**src/rtl/stereo_gain_arbiter_pkg.sv**
```systemverilog
// Shared types and default scaling constants for the stereo gain arbiter.
// Imported by the arbiter top and its gain_scale datapath.
package stereo_gain_arbiter_pkg;

    typedef enum logic [1:0] {
        ST_ARB   = 2'd0,
        ST_MUL   = 2'd1,
        ST_WRITE = 2'd2
    } state_e;

    typedef enum logic {
        CH_L = 1'b0,
        CH_R = 1'b1
    } ch_e;

    localparam int DEF_FRAC_BITS = 10;
    localparam int DEF_OUT_SHIFT = 4;

endpackage

```
**src/rtl/stereo_gain_arbiter_gain_scale.sv**
```systemverilog
// Combinational dequantize (round toward zero), left shift and
// truncation of the full-width gain product back to sample width.
module gain_scale
    import stereo_gain_arbiter_pkg::*;
#(
    parameter int DATA_SIZE = 32,
    parameter int FRAC_BITS = DEF_FRAC_BITS,
    parameter int OUT_SHIFT = DEF_OUT_SHIFT
) (
    input  logic signed [2*DATA_SIZE-1:0] prod_i,
    output logic signed [DATA_SIZE-1:0]   result_o
);

    logic signed [2*DATA_SIZE-1:0] mag;
    logic signed [2*DATA_SIZE-1:0] deq;
    logic signed [2*DATA_SIZE-1:0] shl;

    assign mag = -prod_i;

    // Shift the magnitude so negative products truncate toward zero.
    always_comb begin
        deq = prod_i >>> FRAC_BITS;
        if (prod_i[2*DATA_SIZE-1]) begin
            deq = -(mag >>> FRAC_BITS);
        end
    end

    assign shl      = deq <<< OUT_SHIFT;
    assign result_o = shl[DATA_SIZE-1:0];

endmodule

```
**src/rtl/stereo_gain_arbiter.sv**
```systemverilog
// Two-channel volume scaler: arbitrates left/right FIFOs onto one shared
// multiplier, three cycles per sample, volume changes applied only between samples.
module stereo_gain_arbiter
    import stereo_gain_arbiter_pkg::*;
#(
    parameter int DATA_SIZE = 32,
    parameter int FRAC_BITS = DEF_FRAC_BITS,
    parameter int OUT_SHIFT = DEF_OUT_SHIFT
) (
    input  logic                        clock,
    input  logic                        reset_n,
    input  logic signed [DATA_SIZE-1:0] vol_in,
    input  logic                        vol_wr_en,
    input  logic signed [DATA_SIZE-1:0] in_l,
    input  logic signed [DATA_SIZE-1:0] in_r,
    input  logic                        in_l_empty,
    input  logic                        in_r_empty,
    output logic                        in_l_rd_en,
    output logic                        in_r_rd_en,
    output logic signed [DATA_SIZE-1:0] out_l,
    output logic signed [DATA_SIZE-1:0] out_r,
    input  logic                        out_l_full,
    input  logic                        out_r_full,
    output logic                        out_l_wr_en,
    output logic                        out_r_wr_en,
    output logic                        busy
);

    localparam int PW = 2 * DATA_SIZE;

    state_e                  state_q, state_d;
    ch_e                     prio_q, prio_d;
    ch_e                     ch_q, ch_d;
    logic signed [DATA_SIZE-1:0] sample_q, sample_d;
    logic signed [PW-1:0]    prod_q, prod_d;
    logic signed [DATA_SIZE-1:0] act_vol_q, act_vol_d;
    logic signed [DATA_SIZE-1:0] pend_vol_q, pend_vol_d;
    logic                    vol_pend_q, vol_pend_d;

    logic                    elig_l, elig_r, grant_r;
    logic                    rd_l, rd_r, wr_l, wr_r;
    logic signed [DATA_SIZE-1:0] data_l, data_r;
    logic signed [DATA_SIZE-1:0] result;
    logic signed [PW-1:0]    sample_x, vol_x;

    assign elig_l   = !in_l_empty && !out_l_full;
    assign elig_r   = !in_r_empty && !out_r_full;
    assign sample_x = {{DATA_SIZE{sample_q[DATA_SIZE-1]}}, sample_q};
    assign vol_x    = {{DATA_SIZE{act_vol_q[DATA_SIZE-1]}}, act_vol_q};

    gain_scale #(
        .DATA_SIZE (DATA_SIZE),
        .FRAC_BITS (FRAC_BITS),
        .OUT_SHIFT (OUT_SHIFT)
    ) u_gain_scale (
        .prod_i   (prod_q),
        .result_o (result)
    );

    always_comb begin
        state_d    = state_q;
        prio_d     = prio_q;
        ch_d       = ch_q;
        sample_d   = sample_q;
        prod_d     = prod_q;
        act_vol_d  = act_vol_q;
        pend_vol_d = pend_vol_q;
        vol_pend_d = vol_pend_q;
        grant_r    = 1'b0;
        rd_l       = 1'b0;
        rd_r       = 1'b0;
        wr_l       = 1'b0;
        wr_r       = 1'b0;
        data_l     = '0;
        data_r     = '0;

        unique case (state_q)
            ST_ARB: begin
                if (elig_l || elig_r) begin
                    grant_r  = elig_r && (!elig_l || prio_q == CH_R);
                    ch_d     = grant_r ? CH_R : CH_L;
                    sample_d = grant_r ? in_r : in_l;
                    rd_l     = !grant_r;
                    rd_r     = grant_r;
                    state_d  = ST_MUL;
                end
            end
            ST_MUL: begin
                prod_d  = sample_x * vol_x;
                state_d = ST_WRITE;
            end
            ST_WRITE: begin
                if (ch_q == CH_L && !out_l_full) begin
                    wr_l   = 1'b1;
                    data_l = result;
                end
                if (ch_q == CH_R && !out_r_full) begin
                    wr_r   = 1'b1;
                    data_r = result;
                end
                if (wr_l || wr_r) begin
                    prio_d  = (prio_q == CH_L) ? CH_R : CH_L;
                    state_d = ST_ARB;
                end
            end
            default: state_d = ST_ARB;
        endcase

        // A same-cycle write re-arms pending after the apply above it.
        if (state_q == ST_ARB && vol_pend_q) begin
            act_vol_d  = pend_vol_q;
            vol_pend_d = 1'b0;
        end
        if (vol_wr_en) begin
            pend_vol_d = vol_in;
            vol_pend_d = 1'b1;
        end
    end

    always_ff @(posedge clock or negedge reset_n) begin
        if (!reset_n) begin
            state_q    <= ST_ARB;
            prio_q     <= CH_L;
            ch_q       <= CH_L;
            sample_q   <= '0;
            prod_q     <= '0;
            act_vol_q  <= '0;
            pend_vol_q <= '0;
            vol_pend_q <= 1'b0;
        end else begin
            state_q    <= state_d;
            prio_q     <= prio_d;
            ch_q       <= ch_d;
            sample_q   <= sample_d;
            prod_q     <= prod_d;
            act_vol_q  <= act_vol_d;
            pend_vol_q <= pend_vol_d;
            vol_pend_q <= vol_pend_d;
        end
    end

    assign in_l_rd_en  = reset_n && rd_l;
    assign in_r_rd_en  = reset_n && rd_r;
    assign out_l_wr_en = reset_n && wr_l;
    assign out_r_wr_en = reset_n && wr_r;
    assign out_l       = reset_n ? data_l : '0;
    assign out_r       = reset_n ? data_r : '0;
    assign busy        = reset_n && (state_q != ST_ARB);

endmodule

```
**config.mk**
```make
export PLATFORM = sky130hd
export DESIGN_NAME = stereo_gain_arbiter
export DESIGN_NICKNAME = d
export VERILOG_FILES = /design/src/rtl/stereo_gain_arbiter_pkg.sv /design/src/rtl/stereo_gain_arbiter_gain_scale.sv /design/src/rtl/stereo_gain_arbiter.sv
export SDC_FILE = /design/constraint.sdc
export NUM_CORES = 2
export LEC_CHECK = 0
export BUFFER_PORTS_ARGS = -buffer_cell sky130_fd_sc_hd__buf_2
export CAP_MARGIN = 10
export CORE_MARGIN = 2
export CORE_UTILIZATION = 66
export DETAILED_ROUTE_END_ITERATION = 8
export GPL_ROUTABILITY_DRIVEN = 0
export PLACE_DENSITY = 0.81
export SLEW_MARGIN = 10
export SYNTH_ARGS = -nofsm -noshare
export SYNTH_HDL_FRONTEND = slang
export SYNTH_SLANG_ARGS = --single-unit
```
**constraint.sdc**
```tcl
create_clock -name clock -period 10.46 [get_ports clock]
set_clock_uncertainty 0.2 [all_clocks]
set_input_delay 0.523 -clock clock [delete_from_list [all_inputs] [get_ports clock]]
set_output_delay 0.523 -clock clock [all_outputs]
set_load 0.02 [all_outputs]
```
==> results.sh <==
export IMPL_outcome="finished, final reports clean"
export IMPL_rsz0062_at_grt="no"
export IMPL_initial_core_util_pct=66.44
export IMPL_yosysSeqAreaShare_pct=8.389
export IMPL_postCtsResizedCells=0
export IMPL_setup_viol=0
export IMPL_end_kind="flop"
export IMPL_startpoint="act_vol_q[6]$_DFFE_PN0P_"
export IMPL_grt_pass1_wl_microns=179400
export IMPL_core_sq_mm=0.06285
export IMPL_ys_warn_count=0
export IMPL_ff2ff_path_depth=25
export IMPL_via_per_inst=5.690
export IMPL_cts_hold_buffers=1
export IMPL_setup_worst_path_class="flop to flop"
export IMPL_clk_latency_ns=0.50
export IMPL_finalHoldViolations=0
export IMPL_hold_depth=2
export IMPL_reg2reg_slack_ns=1.75
export IMPL_syn_instance_count=4412
export IMPL_tightest_slew_ns=1.162
export IMPL_antenna_found_initial=4
export IMPL_fillers=4585
export IMPL_htree_levels=4
export IMPL_critical_path_arrival_ns=8.91
export IMPL_drv_slew=0
export IMPL_avgRoutedWirePerCell_microns=20.35
export IMPL_grt_max_degree=78
export IMPL_fin_nets=5820
export IMPL_dieArea_sq_mm=0.06530
export IMPL_dr_pass1_iters=8
export IMPL_route_detailed_drc=0
export IMPL_yosysUniqueCellTypes=66
export IMPL_min_period_over_period_pct=83.23
export IMPL_period_needed_ns=8.706
export IMPL_synth_avg_cell_area_sq_um=9.465
export IMPL_rows=92
export IMPL_cts_buffers=17
export IMPL_path_clk_slew_ns=0.09
export IMPL_postRouteAntennaNets=0
export IMPL_dieHeight_microns=255.5
export IMPL_regToRegEndpoint="prod_q[63]$_DFFE_PN0N_"
export IMPL_io_pin_count=172
export IMPL_r2r_start="act_vol_q[6]$_DFFE_PN0P_"
export IMPL_grt_pass1_vias=34389
export IMPL_fmax_mhz=114.9
export IMPL_critPathRequiredTime_ns=10.66
export IMPL_crit_path_start_kind="flop"
export IMPL_synth_edf_count=0
export IMPL_vias=30222
export IMPL_hp_start="vol_in[28]"
export IMPL_gr_total_overflow=0
export IMPL_cts_root_buf="clkbuf_16"
export IMPL_cts_tree="done"
export IMPL_setup_tns_ns=0
export IMPL_holdWs_ns=0.06615
export IMPL_hold_path_class="input port to flop"
export IMPL_drt_initial_drc_count=2317
export IMPL_cts_buffer_depth=2
export IMPL_track_usage_pct=35.44
export IMPL_ys_dominant_reg_cell="dfrtp_1"
export IMPL_async_flop_share_pct=100.0
export IMPL_slew_headroom_pct=22.55
export IMPL_drive_above_1_share_pct=8.492
export IMPL_path_max_fanout=19
export IMPL_synth_seq_cells=140
export IMPL_area_delta_synth_final_pct=5.468
export IMPL_maxCapViolCount=0
export IMPL_wl_microns=108100
export IMPL_whs_endpoint="pend_vol_q[28]$_DFFE_PN0P_"
export IMPL_clock_sinks=140
export IMPL_netlist_area_sq_mm=0.04176
export IMPL_dp_hpwl_microns=87050
export IMPL_die_x_microns=255.5
export IMPL_cts_setup_buffers=0
export IMPL_io_buffers=163
## registers in the layout, summed over array words and instances, names as in the netlist
register    cells
act_vol_q      32
ch_q            1
pend_vol_q     32
prio_q          1
prod_q         39
sample_q       32
state_q         2
vol_pend_q      1
## logic make-up after synthesis
kind of cell / synth area share [%]
buffers and inverters: 12.25
AND/OR/NAND/NOR: 15.09
adder cells (fa/ha/maj): 57.41
AO/OA/AOI/OAI: 3.368
flip-flops: 8.389
XOR/XNOR: 1.573
multiplexers: 1.906
other: 0.008980
## cell usage in the layout, fill, tap and decap left out, types with 17 or more instances in the layout
cell          n
inv_1      1114
fa_1       1082
nand2_1     656
and2_1      409
ha_1        185
buf_2       162
dfrtp_1     140
nor2_1      118
buf_4        87
mux2_2       68
o21ai_0      53
a21oi_1      46
xnor2_1      39
xor2_1       36
a222oi_1     32
a21o_1       19
nand3_1      18
clkbuf_16    17
## Yosys cell counts, types with 4 or more instances
| library cell | count | area, sq um |
|---|---|---|
| and3_1 | 9 | 56.30 |
| nand2_1 | 656 | 2462 |
| mux2_2 | 68 | 765.7 |
| a21oi_1 | 47 | 235.2 |
| nor3_1 | 9 | 45.04 |
| o21bai_1 | 5 | 37.54 |
| a31oi_1 | 7 | 43.79 |
| and2_1 | 409 | 2559 |
| or4_1 | 5 | 37.54 |
| a31o_2 | 7 | 61.31 |
| nand2b_1 | 16 | 100.1 |
| inv_1 | 1114 | 4182 |
| nor2b_1 | 11 | 68.82 |
| clkbuf_1 | 228 | 855.8 |
| nor2_1 | 118 | 442.9 |
| o21ai_0 | 53 | 265.3 |
| a211o_1 | 4 | 35.03 |
| xor2_1 | 36 | 315.3 |
| dfrtp_1 | 140 | 3503 |
| a21o_1 | 19 | 142.6 |
| xnor2_1 | 39 | 341.6 |
| nor3b_1 | 6 | 45.04 |
| a211oi_1 | 4 | 30.03 |
| nand4_1 | 14 | 87.58 |
| fa_1 | 1082 | 21660 |
| buf_4 | 9 | 67.56 |
| nand3_1 | 18 | 90.09 |
| nor4b_1 | 5 | 43.79 |
| ha_1 | 185 | 2315 |
| and4_1 | 5 | 43.79 |
| a222oi_1 | 32 | 320.3 |
## per-stage QoR
stage               instances  instance area [sq um]  utilization, %  setup WS, ns
global placement         5276                  43410           69.08         1.999
floorplan                4419                  41790               -         2.968
CTS                      5309                  44040           70.07         1.771
finish                   5311                  44040           70.08         1.754
detailed placement       5276                  43410           69.08         1.800
global route             5310                  44040           70.07         1.313
## worst max path at each step
stage	to	cells past startpoint	slack, ns
2_1_floorplan	prod_q[31]$_DFFE_PN0N_	23	2.97
3_3_place_gp	prod_q[63]$_DFFE_PN0N_	25	2.00
3_5_place_dp	prod_q[63]$_DFFE_PN0N_	25	1.80
4_1_cts	prod_q[63]$_DFFE_PN0N_	25	1.77
5_1_grt	prod_q[63]$_DFFE_PN0N_	25	1.31
6_report	prod_q[63]$_DFFE_PN0N_	25	1.75
## final cells by class
class | instances | area [sq um] | share of cell area, %
Multi-Input combinational cell | 2925 | 33180 | 75.32
Inverter | 1114 | 4182 | 9.494
Sequential cell | 140 | 3503 | 7.954
Timing Repair Buffer | 252 | 1505 | 3.418
Tap cell | 846 | 1059 | 2.403
Clock buffer | 17 | 425.4 | 0.9659
Clock inverter | 15 | 188.9 | 0.4290
Antenna cell | 2 | 5.005 | 0.01136
## layer usage
metal	wire (microns)	vias to the layer above	share of wire, %	global-route usage, %
li1	-	12755	-	-
met1	37230	15411	34	41.75
met2	53820	1569	50	60.23
met3	9567	487	8.9	7.249
met4	7470	0	6.9	21.52
met5	0	-	0	0
## critical path, stage by stage, from the launching register on
cell	delay, ns
dfrtp_1	0.79
buf_4	0.39
nand2_1	0.15
inv_1	0.12
fa_1	0.50
inv_1	0.21
fa_1	0.49
inv_1	0.20
fa_1	0.50
fa_1	0.90
inv_1	0.43
fa_1	0.61
inv_1	0.06
fa_1	0.53
inv_1	0.05
fa_1	0.47
fa_1	0.52
inv_1	0.05
ha_1	0.30
nand4_1	0.09
nor2_1	0.15
and3_1	0.29
nand3_1	0.09
o221ai_1	0.22
mux2i_1	0.22
nand2_1	0.06
Power is left out: the tool's default activity adds up to more than one toggle a clock period on the data nets, which glitch-free logic cannot reach.
